**src/rtl/decode_queue.sv**
```systemverilog
// RV32I decode stage: splits each accepted instruction into fields, format and
// immediate at push time and buffers the results in a DEPTH-entry circular FIFO.
module decode_queue #(
  parameter int XLEN  = 32,
  parameter int DEPTH = 4
) (
  input  logic                     clk,
  input  logic                     rst_n,
  input  logic                     flush,
  input  logic                     in_valid,
  output logic                     in_ready,
  input  logic [31:0]              in_instr,
  input  logic [XLEN-1:0]          in_pc,
  output logic                     out_valid,
  input  logic                     out_ready,
  output logic [6:0]               out_opcode,
  output logic [2:0]               out_funct3,
  output logic [6:0]               out_funct7,
  output logic [4:0]               out_rd,
  output logic [4:0]               out_rs1,
  output logic [4:0]               out_rs2,
  output logic [2:0]               out_fmt,
  output logic [XLEN-1:0]          out_imm,
  output logic [XLEN-1:0]          out_pc,
  output logic [$clog2(DEPTH):0]   out_count
);

  localparam int AW = $clog2(DEPTH);
  localparam int CW = AW + 1;

  typedef struct packed {
    logic [6:0]      opcode;
    logic [2:0]      funct3;
    logic [6:0]      funct7;
    logic [4:0]      rd;
    logic [4:0]      rs1;
    logic [4:0]      rs2;
    logic [2:0]      fmt;
    logic [XLEN-1:0] imm;
    logic [XLEN-1:0] pc;
  } entry_t;

  entry_t          mem [DEPTH];
  entry_t          dec_p0;
  entry_t          head;
  logic [AW-1:0]   wr_ptr;
  logic [AW-1:0]   rd_ptr;
  logic [CW-1:0]   count;
  logic            full;
  logic            empty;
  logic            push;
  logic            pop;

  function automatic logic [2:0] fmt_of(input logic [6:0] op);
    case (op)
      7'b0110011:                                     return 3'd0;
      7'b0010011, 7'b0000011, 7'b1100111, 7'b1110011: return 3'd1;
      7'b0100011:                                     return 3'd2;
      7'b1100011:                                     return 3'd3;
      7'b0110111, 7'b0010111:                         return 3'd4;
      7'b1101111:                                     return 3'd5;
      default:                                        return 3'd7;
    endcase
  endfunction

  // Immediate is assembled as a signed 32-bit value, then widened by a signed cast.
  function automatic logic signed [XLEN-1:0] imm_of(input logic [31:0] ins,
                                                     input logic [2:0]  fmt);
    logic signed [31:0] v;
    v = '0;
    case (fmt)
      3'd1:    v = {{20{ins[31]}}, ins[31:20]};
      3'd2:    v = {{20{ins[31]}}, ins[31:25], ins[11:7]};
      3'd3:    v = {{19{ins[31]}}, ins[31], ins[7], ins[30:25], ins[11:8], 1'b0};
      3'd4:    v = {ins[31:12], 12'b0};
      3'd5:    v = {{11{ins[31]}}, ins[31], ins[19:12], ins[20], ins[30:21], 1'b0};
      default: v = '0;
    endcase
    return XLEN'(v);
  endfunction

  assign full     = (count == CW'(DEPTH));
  assign empty    = (count == '0);
  assign in_ready = !full;
  assign push     = in_valid && !full;
  assign pop      = !empty && out_ready;

  always_comb begin
    dec_p0        = '0;
    dec_p0.opcode = in_instr[6:0];
    dec_p0.funct3 = in_instr[14:12];
    dec_p0.funct7 = in_instr[31:25];
    dec_p0.rd     = in_instr[11:7];
    dec_p0.rs1    = in_instr[19:15];
    dec_p0.rs2    = in_instr[24:20];
    dec_p0.fmt    = fmt_of(in_instr[6:0]);
    dec_p0.imm    = imm_of(in_instr, dec_p0.fmt);
    dec_p0.pc     = in_pc;
  end

  always_ff @(posedge clk or negedge rst_n) begin
    if (!rst_n) begin
      wr_ptr <= '0;
      rd_ptr <= '0;
      count  <= '0;
    end else if (flush) begin
      wr_ptr <= '0;
      rd_ptr <= '0;
      count  <= '0;
    end else begin
      if (push) wr_ptr <= wr_ptr + AW'(1);
      if (pop)  rd_ptr <= rd_ptr + AW'(1);
      if (push && !pop)      count <= count + CW'(1);
      else if (pop && !push) count <= count - CW'(1);
    end
  end

  // Entry storage carries no reset; validity is tracked by count alone.
  always_ff @(posedge clk) begin
    if (push && !flush) mem[wr_ptr] <= dec_p0;
  end

  assign head       = empty ? '0 : mem[rd_ptr];
  assign out_valid  = !empty;
  assign out_opcode = head.opcode;
  assign out_funct3 = head.funct3;
  assign out_funct7 = head.funct7;
  assign out_rd     = head.rd;
  assign out_rs1    = head.rs1;
  assign out_rs2    = head.rs2;
  assign out_fmt    = head.fmt;
  assign out_imm    = head.imm;
  assign out_pc     = head.pc;
  assign out_count  = count;

endmodule
```
**config.mk**
```make
export PLATFORM = sky130hd
export DESIGN_NAME = decode_queue
export DESIGN_NICKNAME = d
export VERILOG_FILES = /design/src/rtl/decode_queue.sv
export SDC_FILE = /design/constraint.sdc
export NUM_CORES = 1
export LEC_CHECK = 0
export ABC_AREA = 0
export BUFFER_PORTS_ARGS = -buffer_cell sky130_fd_sc_hd__buf_4
export CAP_MARGIN = 40
export CORE_UTILIZATION = 63
export DETAILED_ROUTE_END_ITERATION = 10
export PLACE_DENSITY = 0.85
export SLEW_MARGIN = 20
export SYNTH_ARGS = -nofsm -noshare
export SYNTH_HDL_FRONTEND = slang
export SYNTH_SLANG_ARGS = --single-unit
```
**constraint.sdc**
```tcl
create_clock -name clk -period 9.3 [get_ports clk]
set_input_delay 0.465 -clock clk [delete_from_list [all_inputs] [get_ports clk]]
set_output_delay 0.465 -clock clk [all_outputs]
set_load 0.02 [all_outputs]
```
# Word-level counts from Yosys, hierarchy flattened
# Memory sizes are Yosys's and may differ from the RTL's.
# Index checks and enable logic that the tools add are counted.
# word_totals
mem_bits_rw,396
elab_cells,52
output_inout_bits,104
register_bits,7
mem_count,1
in_bits,69
# memory_table
name,words,width,read_ports,rd_clocked_by_memory_dff,wr,line_no,text
mem,4,99,1,0,1,43,entry_t mem [DEPTH];
# op_classes
n_addsub,4
reduce_logical,16
n_mux,12
n_eq_ne,16
# op_table
cell,n
32-bit one-hot mux with 5 select lines,1
99-bit two-way mux,1
7-bit == test (second input constant),4
7-bit by 6-bit == test with 1-bit output (second input constant),3
3-bit one-hot mux with 6 select lines,1
7-bit by 5-bit == test with 1-bit output (second input constant),2
3-bit == test (second input constant),3
3-bit two-way mux,3
2-bit two-way mux,4
7-bit by 2-bit == test with 1-bit output (second input constant),1
3-bit by 2-bit == test with 1-bit output (second input constant),2
1-bit logical AND,5
1-bit zero test,5
2-bit by 1-bit adder with 2-bit output (second input constant),2
2-bit nonzero test,2
4-bit OR reduction,1
3-bit by 1-bit adder with 3-bit output (second input constant),1
3-bit by 1-bit == test with 1-bit output (second input constant),1
3-bit zero test,1
3-bit nonzero test,1
3-bit by 1-bit subtractor with 3-bit output (second input constant),1
1-bit two-way mux,2
2-bit OR reduction,1

# Depth between registers and ports, before layout
# Gate-level depths: netlist (run 1).
# depth
word_depth,8
mapped_depth,8
depth_no_buf,8

# Worst setup path before layout (run 1)
# OpenSTA, ideal clock, no wires.
# synth_timing
path_kind,flip-flop to flip-flop
from,"register count[2], in the netlist out_count[2]"
to,memory mem[0][0] in the netlist's numbering (enable)
period_less_slack_ns,3.845
path_buffers,0
required_time_ns,8.831
setup_ns,0.469
arrival_ns,3.376
stages_incl_launch_ff,5
path_slack_ns,5.455
path_cell_list,dfrtp_1 -> or3b_4 -> nand2_4 -> nor2_1 -> and2_1
# synth_via
elab_chain_len,6
# synth_lines
item,line_no,text
from (decl),48,logic [CW-1:0] count;
from (signal assigned),113,if (push && !pop) count <= count + CW'(1);
from (signal assigned),114,else if (pop && !push) count <= count - CW'(1);
3-bit == test,82,assign full = (count == CW'(DEPTH));
1-bit zero test,--,
net in_ready,11,"output logic in_ready,"
1-bit logical AND,85,assign push = in_valid && !full;
1-bit logical AND,120,if (push && !flush) mem[wr_ptr] <= dec_p0;
1-bit two-way mux,120,
1-bit two-way mux (not written as such),120,
to (decl),43,
# The timed path passes the listed nets, and every way through them passes these cells.

# Worst setup path after layout (run 1)
# layout_timing
from,register rd_ptr[1]
to,output port out_imm[11]
# layout_via
elab_chain_len,2
# layout_lines
item,line_no,text
from (decl),47,logic [AW-1:0] rd_ptr;
from (signal assigned),112,if (pop) rd_ptr <= rd_ptr + AW'(1);
memory 4 x 99 bit,--,
99-bit two-way mux,123,assign head = empty ? '0 : mem[rd_ptr];
to (decl),23,"output logic [XLEN-1:0] out_imm,"
# Every way passes these cells.

==> results of run 1 <==
## layout make-up
type | count | area (sq um) | area share
timing repair buffer | 190 | 1570 | 0.0828
sequential | 403 | 12100 | 0.638
tap | 324 | 405 | 0.0214
clock buffer | 52 | 1070 | 0.0564
multi-input combinational | 315 | 3700 | 0.196
inverter | 7 | 26.3 | 0.00139
clock inverter | 14 | 81.3 | 0.00430
## cells by family (layout without fill, tap and decap cells)
family	Yosys count	in the layout	synth area share
xor gates and xnor gates	6	6	0.00376
AOI/OAI and AO/OA	45	45	0.0216
adders and majority gates	5	5	0.00439
and+or+nand+nor	155	155	0.0576
DFF	403	403	0.756
muxes	104	104	0.143
buffers and inverters	49	263	0.0132
## worst max-delay path, stage by stage (launching register included)
cell and delay, ns:
dfrtp_4 0.80, buf_4 0.54, buf_12 0.28, mux4_2 0.34, and2_1 0.21, buf_4 0.16
## synth_stat cells (3+ instances only)
| library cell | count | area [sq um] |
|---|---|---|
| nor2_1 | 18 | 67.6 |
| ha_1 | 4 | 50.1 |
| mux4_2 | 99 | 2230 |
| edfxtp_1 | 396 | 11900 |
| a21o_1 | 21 | 158 |
| xnor2_1 | 3 | 26.3 |
| o21ai_0 | 3 | 15.0 |
| and2_1 | 110 | 688 |
| inv_1 | 6 | 22.5 |
| nand3_1 | 5 | 25.0 |
| dfrtp_1 | 7 | 175 |
| a22o_1 | 4 | 35.0 |
| nand2_1 | 7 | 26.3 |
| clkbuf_1 | 24 | 90.1 |
| buf_2 | 15 | 75.1 |
| mux2i_1 | 3 | 30.0 |
| a21oi_1 | 5 | 25.0 |
## power by group through the flow
| stage | Clock, mW | Combinational [mW] | Sequential (mW) |
|---|---|---|---|
| floorplan | 0 | 1.08 | 2.18 |
| global placement | 0 | 1.66 | 2.21 |
| detailed placement | 0 | 1.72 | 2.22 |
| CTS | 1.46 | 1.73 | 2.18 |
| global route | 1.53 | 1.84 | 2.19 |
| finish | 1.44 | 1.74 | 2.18 |
## registers in the layout (all words and copies together), names as in the netlist
name and flops:
rd_ptr 2, out_count 3, wr_ptr 2, mem 396
## stage by stage
stage | total power [mW] | instances | util | setup WS [ns]
6_report | 5.36 | 1305 | 0.769 | 5.92
5_1_grt | 5.56 | 1305 | 0.769 | 5.81
4_1_cts | 5.38 | 1303 | 0.767 | 5.72
3_5_place_dp | 3.94 | 1236 | 0.720 | 6.27
3_3_place_gp | 3.87 | 1229 | 0.714 | 6.30
2_1_floorplan | 3.26 | 767 | - | 5.46
## layer usage
metal | vias to the layer above | share of wire | global-route usage
met3 | 56 | 0.081 | 0.0557
met1 | 4235 | 0.39 | 0.353
li1 | 3462 | - | -
met4 | 0 | 0.021 | 0.0768
met2 | 348 | 0.51 | 0.428
met5 | - | 0 | 0
## timing repair
action / CTS / global route
hold buffers: 1 / 0
resized for setup: 0 / 0
endpoints found under the hold margin: 7 / 0
## path summary, 6_finish.rpt
check	endpoint	slack, ns	cells after the start	from
setup / recovery	out_imm[11]	5.92	5	rd_ptr[1]
hold / removal	mem[3][2]	0.15	1	in_pc[2]
setup reg to reg	mem[0][85]	6.48	6	out_count[2]
hold reg to reg	wr_ptr[1]	0.59	2	wr_ptr[1]
max in group asynchronous	rd_ptr[0]	8.87	2	rst_n
min in group asynchronous	wr_ptr[1]	0.30	2	rst_n
==> results.sh, run 1 <==
export IMPL_status="complete, no violations"
export IMPL_nFillCells=1308
export IMPL_layout_commonest_cell="edfxtp_1"
export IMPL_clock_sinks=403
export IMPL_post_route_period_util=0.363
export IMPL_rows=57
export IMPL_die_area_sq_um=26000
export IMPL_max_slew_margin_rel=0.558
export IMPL_cts_made_buffers=40
export IMPL_grt_pass1_vias=8545
export IMPL_setup_tns_ns=0
export IMPL_first_iter_violations=705
export IMPL_place_area_sq_um=17700
export IMPL_start_util=0.649
export IMPL_antenna_found_initial=0
export IMPL_ys_warn_count=0
export IMPL_synth_seq_cells=403
export IMPL_seq_area_frac_synth=0.756
export IMPL_worst_ep_arrival_time_ns=2.91
export IMPL_wirelength_mm=32.6
export IMPL_drtPass1Iterations=5
export IMPL_peakVddDrop_mv=0.241
export IMPL_grt_ovfl_total=0
export IMPL_setup_viol=0
export IMPL_synth_distinct_cells=44
export IMPL_finalClockSkew_ns=0.0142
export IMPL_power_density_nw_per_um2=283
export IMPL_dieWidth_um=161
export IMPL_p_seq_frac=0.406
export IMPL_swShare=0.302
export IMPL_rsz0062_at_grt="no"
export IMPL_die_h_um=161
export IMPL_combinationalPowerShare=0.324
export IMPL_maxCapViolCount=0
export IMPL_tightest_slew_ns=0.657
export IMPL_cts_max_path_buffers=3
export IMPL_synth_edff_count=396
export IMPL_slew_viol_final=0
export IMPL_synthToLayoutAreaGrowth_pct=18.6
export IMPL_io_buffers=172
export IMPL_vias_per_cell=6.21
export IMPL_worstSkewPairLatency_ns=0.52
export IMPL_p_int_mw=3.74
export IMPL_ios=173
export IMPL_finish_net_count=1031
export IMPL_htree_levels=2
export IMPL_max_freq_mhz=296
export IMPL_crit_path_end_kind="primary output"
export IMPL_dpl_hpwl_mm=19.4
export IMPL_async_flop_share=0.0174
export IMPL_gp_congestion=0.751
export IMPL_grt_pass1_wl_mm=49.5
export IMPL_timing_hold_ws_ns=0.147
export IMPL_critPathKind="register to primary output"
export IMPL_wl_per_cell_um=25.0
export IMPL_postRouteAntennaNets=0
export IMPL_layout_common_cells="396 x edfxtp_1, 181 x buf_4, 106 x and2_1"
export IMPL_clk_pin_slew_ns=0.06
export IMPL_avgSynthCellArea_sq_um=20.8
export IMPL_antenna_diode_count=0
export IMPL_p_leak_nw=6.58
export IMPL_cts_tree="built"
export IMPL_root_buffer="clkbuf_16"
export IMPL_p_clk_frac=0.270
export IMPL_period_minus_slack_ns=3.38
export IMPL_grt_total_usage=0.259
export IMPL_syn_nets=841
export IMPL_vias=8101
export IMPL_syn_area_sq_um=16000
export IMPL_critPathLaunchType="register"
export IMPL_grt_max_degree=76
export IMPL_postCtsSetupBuffers=0
export IMPL_layout_drive_gt1_share=0.356
export IMPL_hp_class="input port to register"
export IMPL_ys_flop_type="edfxtp_1"
export IMPL_syn_inst=767
export IMPL_finalHoldViolCount=0
export IMPL_cp_required_ns=8.84
export IMPL_p_switching_mw=1.62
export IMPL_drcViolationCount=0
export IMPL_critPathMaxFanout=38
export IMPL_postLayoutCellArea_sq_um=18900
export IMPL_core_sq_um=24600
Note: power is estimated with default switching activity, not from simulation.
==> inputs of run 2 (changes only) <==
Settings changed: CORE_UTILIZATION 63 to 58, PLACE_DENSITY 0.85 to 0.79.
Clock period 9.3 ns to 3.55 ns, I/O delays scaled along.
==> run 2 against run 1 <==
- critical path type unchanged
- critical path depth shrank 1
- clock skew grew 0.0043 ns
- count of clock-buffer cells in the layout shrank 2
- register-to-register slack lost 5.3 ns
- cell area grew 4.0%
==> results.sh, run 2 (synthesis gave the netlist of run 1 again) <==
export IMPL_wl_met1_mm=12.9
export IMPL_clk_pin_slew_ns=0.06
export IMPL_postCtsSetupBuffers=0
export IMPL_p_clk_frac=0.284
export IMPL_timing_hold_ws_ns=0.0185
export IMPL_grt_total_usage=0.235
export IMPL_p_int_mw=10.0
export IMPL_ios=173
export IMPL_period_minus_slack_ns=2.71
export IMPL_max_slew_margin_rel=0.544
export IMPL_finalHoldViolCount=0
export IMPL_clock_sinks=403
export IMPL_setup_viol=0
export IMPL_layout_drive_gt1_share=0.341
export IMPL_combinationalPowerShare=0.320
export IMPL_largest_register="mem"
export IMPL_met2RoutedLength_mm=16.4
export IMPL_htree_levels=2
export IMPL_rsz0062_at_grt="no"
export IMPL_rows=60
export IMPL_critPathLaunchType="register"
export IMPL_finalClockSkew_ns=0.0185
export IMPL_maxCapViolCount=0
export IMPL_setup_tns_ns=0
export IMPL_p_switching_mw=4.30
export IMPL_dp_slack_ns=1.21
export IMPL_tightest_slew_ns=0.685
export IMPL_drcViolationCount=0
export IMPL_wl_per_cell_um=23.0
export IMPL_postRouteAntennaNets=0
export IMPL_worstSkewPairLatency_ns=0.52
export IMPL_root_buffer="clkbuf_16"
export IMPL_wl_met3_mm=2.15
export IMPL_critPathKind="register to primary output"
export IMPL_core_sq_um=27000
export IMPL_antenna_found_initial=2
export IMPL_layout_common_cells="396 x edfxtp_1, 182 x buf_4, 106 x and2_1"
export IMPL_status="complete, no violations"
export IMPL_wirelength_mm=32.1
export IMPL_finish_net_count=1097
export IMPL_grt_pass1_wl_mm=49.2
export IMPL_vias=8188
export IMPL_largest_reg_flops=396
export IMPL_cts_made_buffers=40
export IMPL_die_h_um=168
export IMPL_die_area_sq_um=28200
export IMPL_max_freq_mhz=369
export IMPL_slew_viol_final=0
export IMPL_critPathMaxFanout=58
export IMPL_io_buffers=172
export IMPL_worst_ep_arrival_time_ns=2.53
export IMPL_layout_commonest_cell="edfxtp_1"
export IMPL_setup_slack_ns=0.842
export IMPL_highest_layer="met5"
export IMPL_power_density_nw_per_um2=728
export IMPL_first_iter_violations=863
export IMPL_drtPass1Iterations=5
export IMPL_p_leak_nw=6.89
export IMPL_cts_tree="built"
export IMPL_grt_ovfl_total=0
export IMPL_start_util=0.592
export IMPL_synthToLayoutAreaGrowth_pct=23.3
export IMPL_hp_class="input port to asynchronous set/reset pin"
export IMPL_crit_path_end_kind="primary output"
export IMPL_cts_max_path_buffers=3
export IMPL_swShare=0.300
export IMPL_vias_per_cell=5.87
export IMPL_post_route_period_util=0.763
export IMPL_peakVddDrop_mv=0.651
export IMPL_grt_max_degree=59
export IMPL_dpl_hpwl_mm=19.4
export IMPL_gp_congestion=0.809
export IMPL_dieWidth_um=168
export IMPL_cp_required_ns=3.37
export IMPL_grt_pass1_vias=8569
export IMPL_p_seq_frac=0.395
run 2: changes by cell type in the layout (fill, tap and decap cells not counted), sizes merged:
cell	change
dlygate4sd3	+66
bufinv	+3
clkbuf	-2
clkinvlp	+2
inv	+2
clkinv	+1
diode	+1
run 2: layer usage:
layer | vias up | GRT usage
met5 | - | 0
met1 | 4225 | 0.320
li1 | 3600 | -
met2 | 304 | 0.393
met3 | 57 | 0.0449
met4 | 2 | 0.0646
run 2: per-stage QoR:
stage / std cells / utilization / total power [mW] / cell area [sq um]
floorplan: 767 / - / 8.52 / 16000
global placement: 1254 / 0.658 / 10.3 / 17700
detailed placement: 1255 / 0.658 / 10.3 / 17700
CTS: 1394 / 0.730 / 14.4 / 19700
global route: 1395 / 0.730 / 14.9 / 19700
finish: 1395 / 0.730 / 14.3 / 19700
run 2: repair_timing:
| action | 4_1_cts | 5_1_grt |
|---|---|---|
| gates resized for setup | 0 | 0 |
| hold buffers | 67 | 0 |
| hold endpoints to repair | 268 | 0 |
run 2: path summary, 6_finish.rpt:
| kind | endpoint | slack [ns] | from | cells after the start |
|---|---|---|---|---|
| setup / recovery | out_imm[18] | 0.84 | out_count[2] | 4 |
| max in group asynchronous | rd_ptr[1] | 3.39 | rst_n | 2 |
| setup reg to reg | out_count[2] | 1.17 | out_count[0] | 7 |
| min in group clk | rd_ptr[1] | 0.10 | out_ready | 4 |
| hold / removal | out_count[2] | 0.02 | rst_n | 2 |
| hold reg to reg | wr_ptr[1] | 0.58 | wr_ptr[1] | 2 |
run 2: layout make-up:
cell class | count | area [sq um]
inverter | 7 | 26.3
antenna | 1 | 2.50
multi-input combinational | 315 | 3700
clock inverter | 22 | 211
fill | 1550 | 7270
clock buffer | 50 | 1060
tap | 341 | 427
timing repair buffer | 256 | 2180
sequential | 403 | 12100
run 2: power groups by stage:
stage               Clock, mW  Combinational (mW)  Sequential [mW]
floorplan                   0                2.83             5.69
global placement            0                4.51             5.74
detailed placement          0                4.54             5.76
CTS                      4.15                4.62             5.67
global route             4.32                4.85             5.69
finish                   4.07                4.59             5.66
run 2: critical path, cell delays in order (launching register included):
cell,delay [ns]
dfrtp_1,0.46
or3_4,0.47
buf_4,0.58
and2_1,0.31
buf_4,0.17
==> inputs of run 3 (changes only) <==
Clock period 3.55 ns to 2.5 ns, I/O delays scaled along.
==> run 3 against run 2 <==
- count of clock-buffer cells in the layout rose by 4
- routed wire length is 1.1% lower
- flip-flop and latch count is the same
- worst setup slack got worse by 0.71 ns
- combinational power up 48%
- sequential power grew 41%
- sequential share of layout area is 0.62 points lower
- cell area up 1.0%
- clock power grew 35%
==> results.sh, run 3 (synthesis gave the netlist of run 1 again) <==
export IMPL_status="complete, no violations"
export IMPL_setup_viol=0
export IMPL_ff2ff_path_depth=8
export IMPL_r2r_end="out_count[2]"
export IMPL_root_buffer="clkbuf_16"
export IMPL_setup_tns_ns=0
export IMPL_worst_ep_arrival_time_ns=2.25
export IMPL_cts_max_path_buffers=3
export IMPL_layout_common_cells="396 x edfxtp_1, 193 x buf_4, 106 x and2_1"
export IMPL_post_route_period_util=0.949
export IMPL_max_freq_mhz=422
export IMPL_grt_ovfl_total=0
export IMPL_peakVddDrop_mv=0.839
export IMPL_min_to="mem[2][0]"
export IMPL_wl_per_cell_um=22.4
export IMPL_finish_net_count=1121
export IMPL_synthToLayoutAreaGrowth_pct=24.6
export IMPL_wirelength_mm=31.8
export IMPL_max_slew_margin_rel=0.599
export IMPL_clock_sinks=403
export IMPL_layout_drive_gt1_share=0.350
export IMPL_antenna_diode_count=0
export IMPL_dieWidth_um=168
export IMPL_maxCapViolCount=0
export IMPL_period_minus_slack_ns=2.37
export IMPL_grt_pass1_vias=8490
export IMPL_final_cells=1417
export IMPL_grt_total_usage=0.233
export IMPL_vias=8289
export IMPL_die_h_um=168
export IMPL_htree_levels=2
export IMPL_largest_register="mem"
export IMPL_cts_made_buffers=41
export IMPL_gp_congestion=0.786
export IMPL_vias_per_cell=5.85
export IMPL_p_leak_nw=7.00
export IMPL_drtPass1Iterations=5
export IMPL_critPathKind="register to primary output"
export IMPL_reg2reg_slack_ns=0.28
export IMPL_drcViolationCount=0
export IMPL_crit_path_end_kind="primary output"
export IMPL_io_buffers=172
export IMPL_rows=60
export IMPL_largest_reg_flops=396
export IMPL_cp_required_ns=2.38
export IMPL_slew_viol_final=0
export IMPL_rsz0062_at_grt="no"
export IMPL_postRouteAntennaNets=0
export IMPL_cts_resized=0
export IMPL_grt_pass1_wl_mm=49.2
export IMPL_tightest_slew_ns=0.601
export IMPL_power_density_nw_per_um2=1020
export IMPL_first_iter_violations=694
export IMPL_dpl_cell_count=1268
export IMPL_finalClockSkew_ns=0.0130
export IMPL_hp_start="in_pc[0]"
export IMPL_hold_depth=2
export IMPL_reg2reg_from="out_count[2]"
export IMPL_grt_max_degree=59
export IMPL_ios=173
export IMPL_hp_class="input port to register"
export IMPL_cts_tree="built"
export IMPL_layout_commonest_cell="edfxtp_1"
export IMPL_dpl_hpwl_mm=19.5
export IMPL_core_sq_um=27000
export IMPL_clk_pin_slew_ns=0.06
export IMPL_worstSkewPairLatency_ns=0.54
export IMPL_start_util=0.592
export IMPL_die_area_sq_um=28200
export IMPL_finalHoldViolCount=0
export IMPL_antenna_found_initial=1
export IMPL_critPathMaxFanout=10
export IMPL_critPathLaunchType="register"
run 3: changes by cell type in the layout (fill, tap and decap cells not counted), moves of 2 or more:
cell           change
buf_4             +11
buf_12             +8
clkbuf_1           +4
clkinv_2           +2
bufinv_16          -3
clkinv_1           -2
dlygate4sd3_1      +3
run 3: power breakdown:
part	total [mW]	internal (mW)	switching, mW
Combinational	6.81	3.21	3.60
Clock	5.48	3.12	2.36
Sequential	7.99	7.83	0.168
Total	20.3	14.2	6.13
run 3: how the worst max path moves through the flow:
stage | start | to
after floorplan | out_count[2] | mem[0][0]
after global placement | out_count[2] | out_count[2]
after detailed placement | out_count[2] | out_count[2]
after CTS | rd_ptr[0] | out_imm[1]
after global routing | rd_ptr[0] | out_imm[18]
final | rd_ptr[0] | out_imm[13]
run 3: stage by stage:
stage	hold WS [ns]	utilization	total power, mW	setup slack [ns]	instance area, sq um
2_1_floorplan	-0.171	-	12.1	-0.244	16000
4_1_cts	0.327	0.736	20.4	0.0349	19800
3_5_place_dp	-0.0573	0.666	14.8	0.340	17900
3_3_place_gp	-0.0597	0.665	14.7	0.404	17900
5_1_grt	0.330	0.738	21.1	0.0586	19900
6_report	0.352	0.738	20.3	0.128	19900
run 3: worst max-delay path: stages, from the launching register on:
cell and delay [ns]:
dfrtp_4 0.50, buf_4 0.17, buf_6 0.18, mux4_2 0.51, and2_1 0.19, buf_4 0.16
run 3: final cells by class:
type                       count  area [sq um]
tap                          341           427
inverter                       7          26.3
fill                        1499          7070
clock buffer                  54          1070
multi-input combinational    315          3700
clock inverter                18           116
timing repair buffer         279          2460
sequential                   403         12100
run 3: layer usage:
layer,global-route usage,part of all wire,vias up
met1,0.321,0.41,4260
met2,0.378,0.50,339
li1,-,-,3638
met3,0.0555,0.079,50
met5,0,0.00041,-
met4,0.0594,0.020,2
run 3: timing repair:
action | in CTS | in global routing
buffers inserted | 1 | 6
hold buffers | 70 | 0
hold endpoints to repair | 338 | 0
setup endpoints to repair | 53 | 3
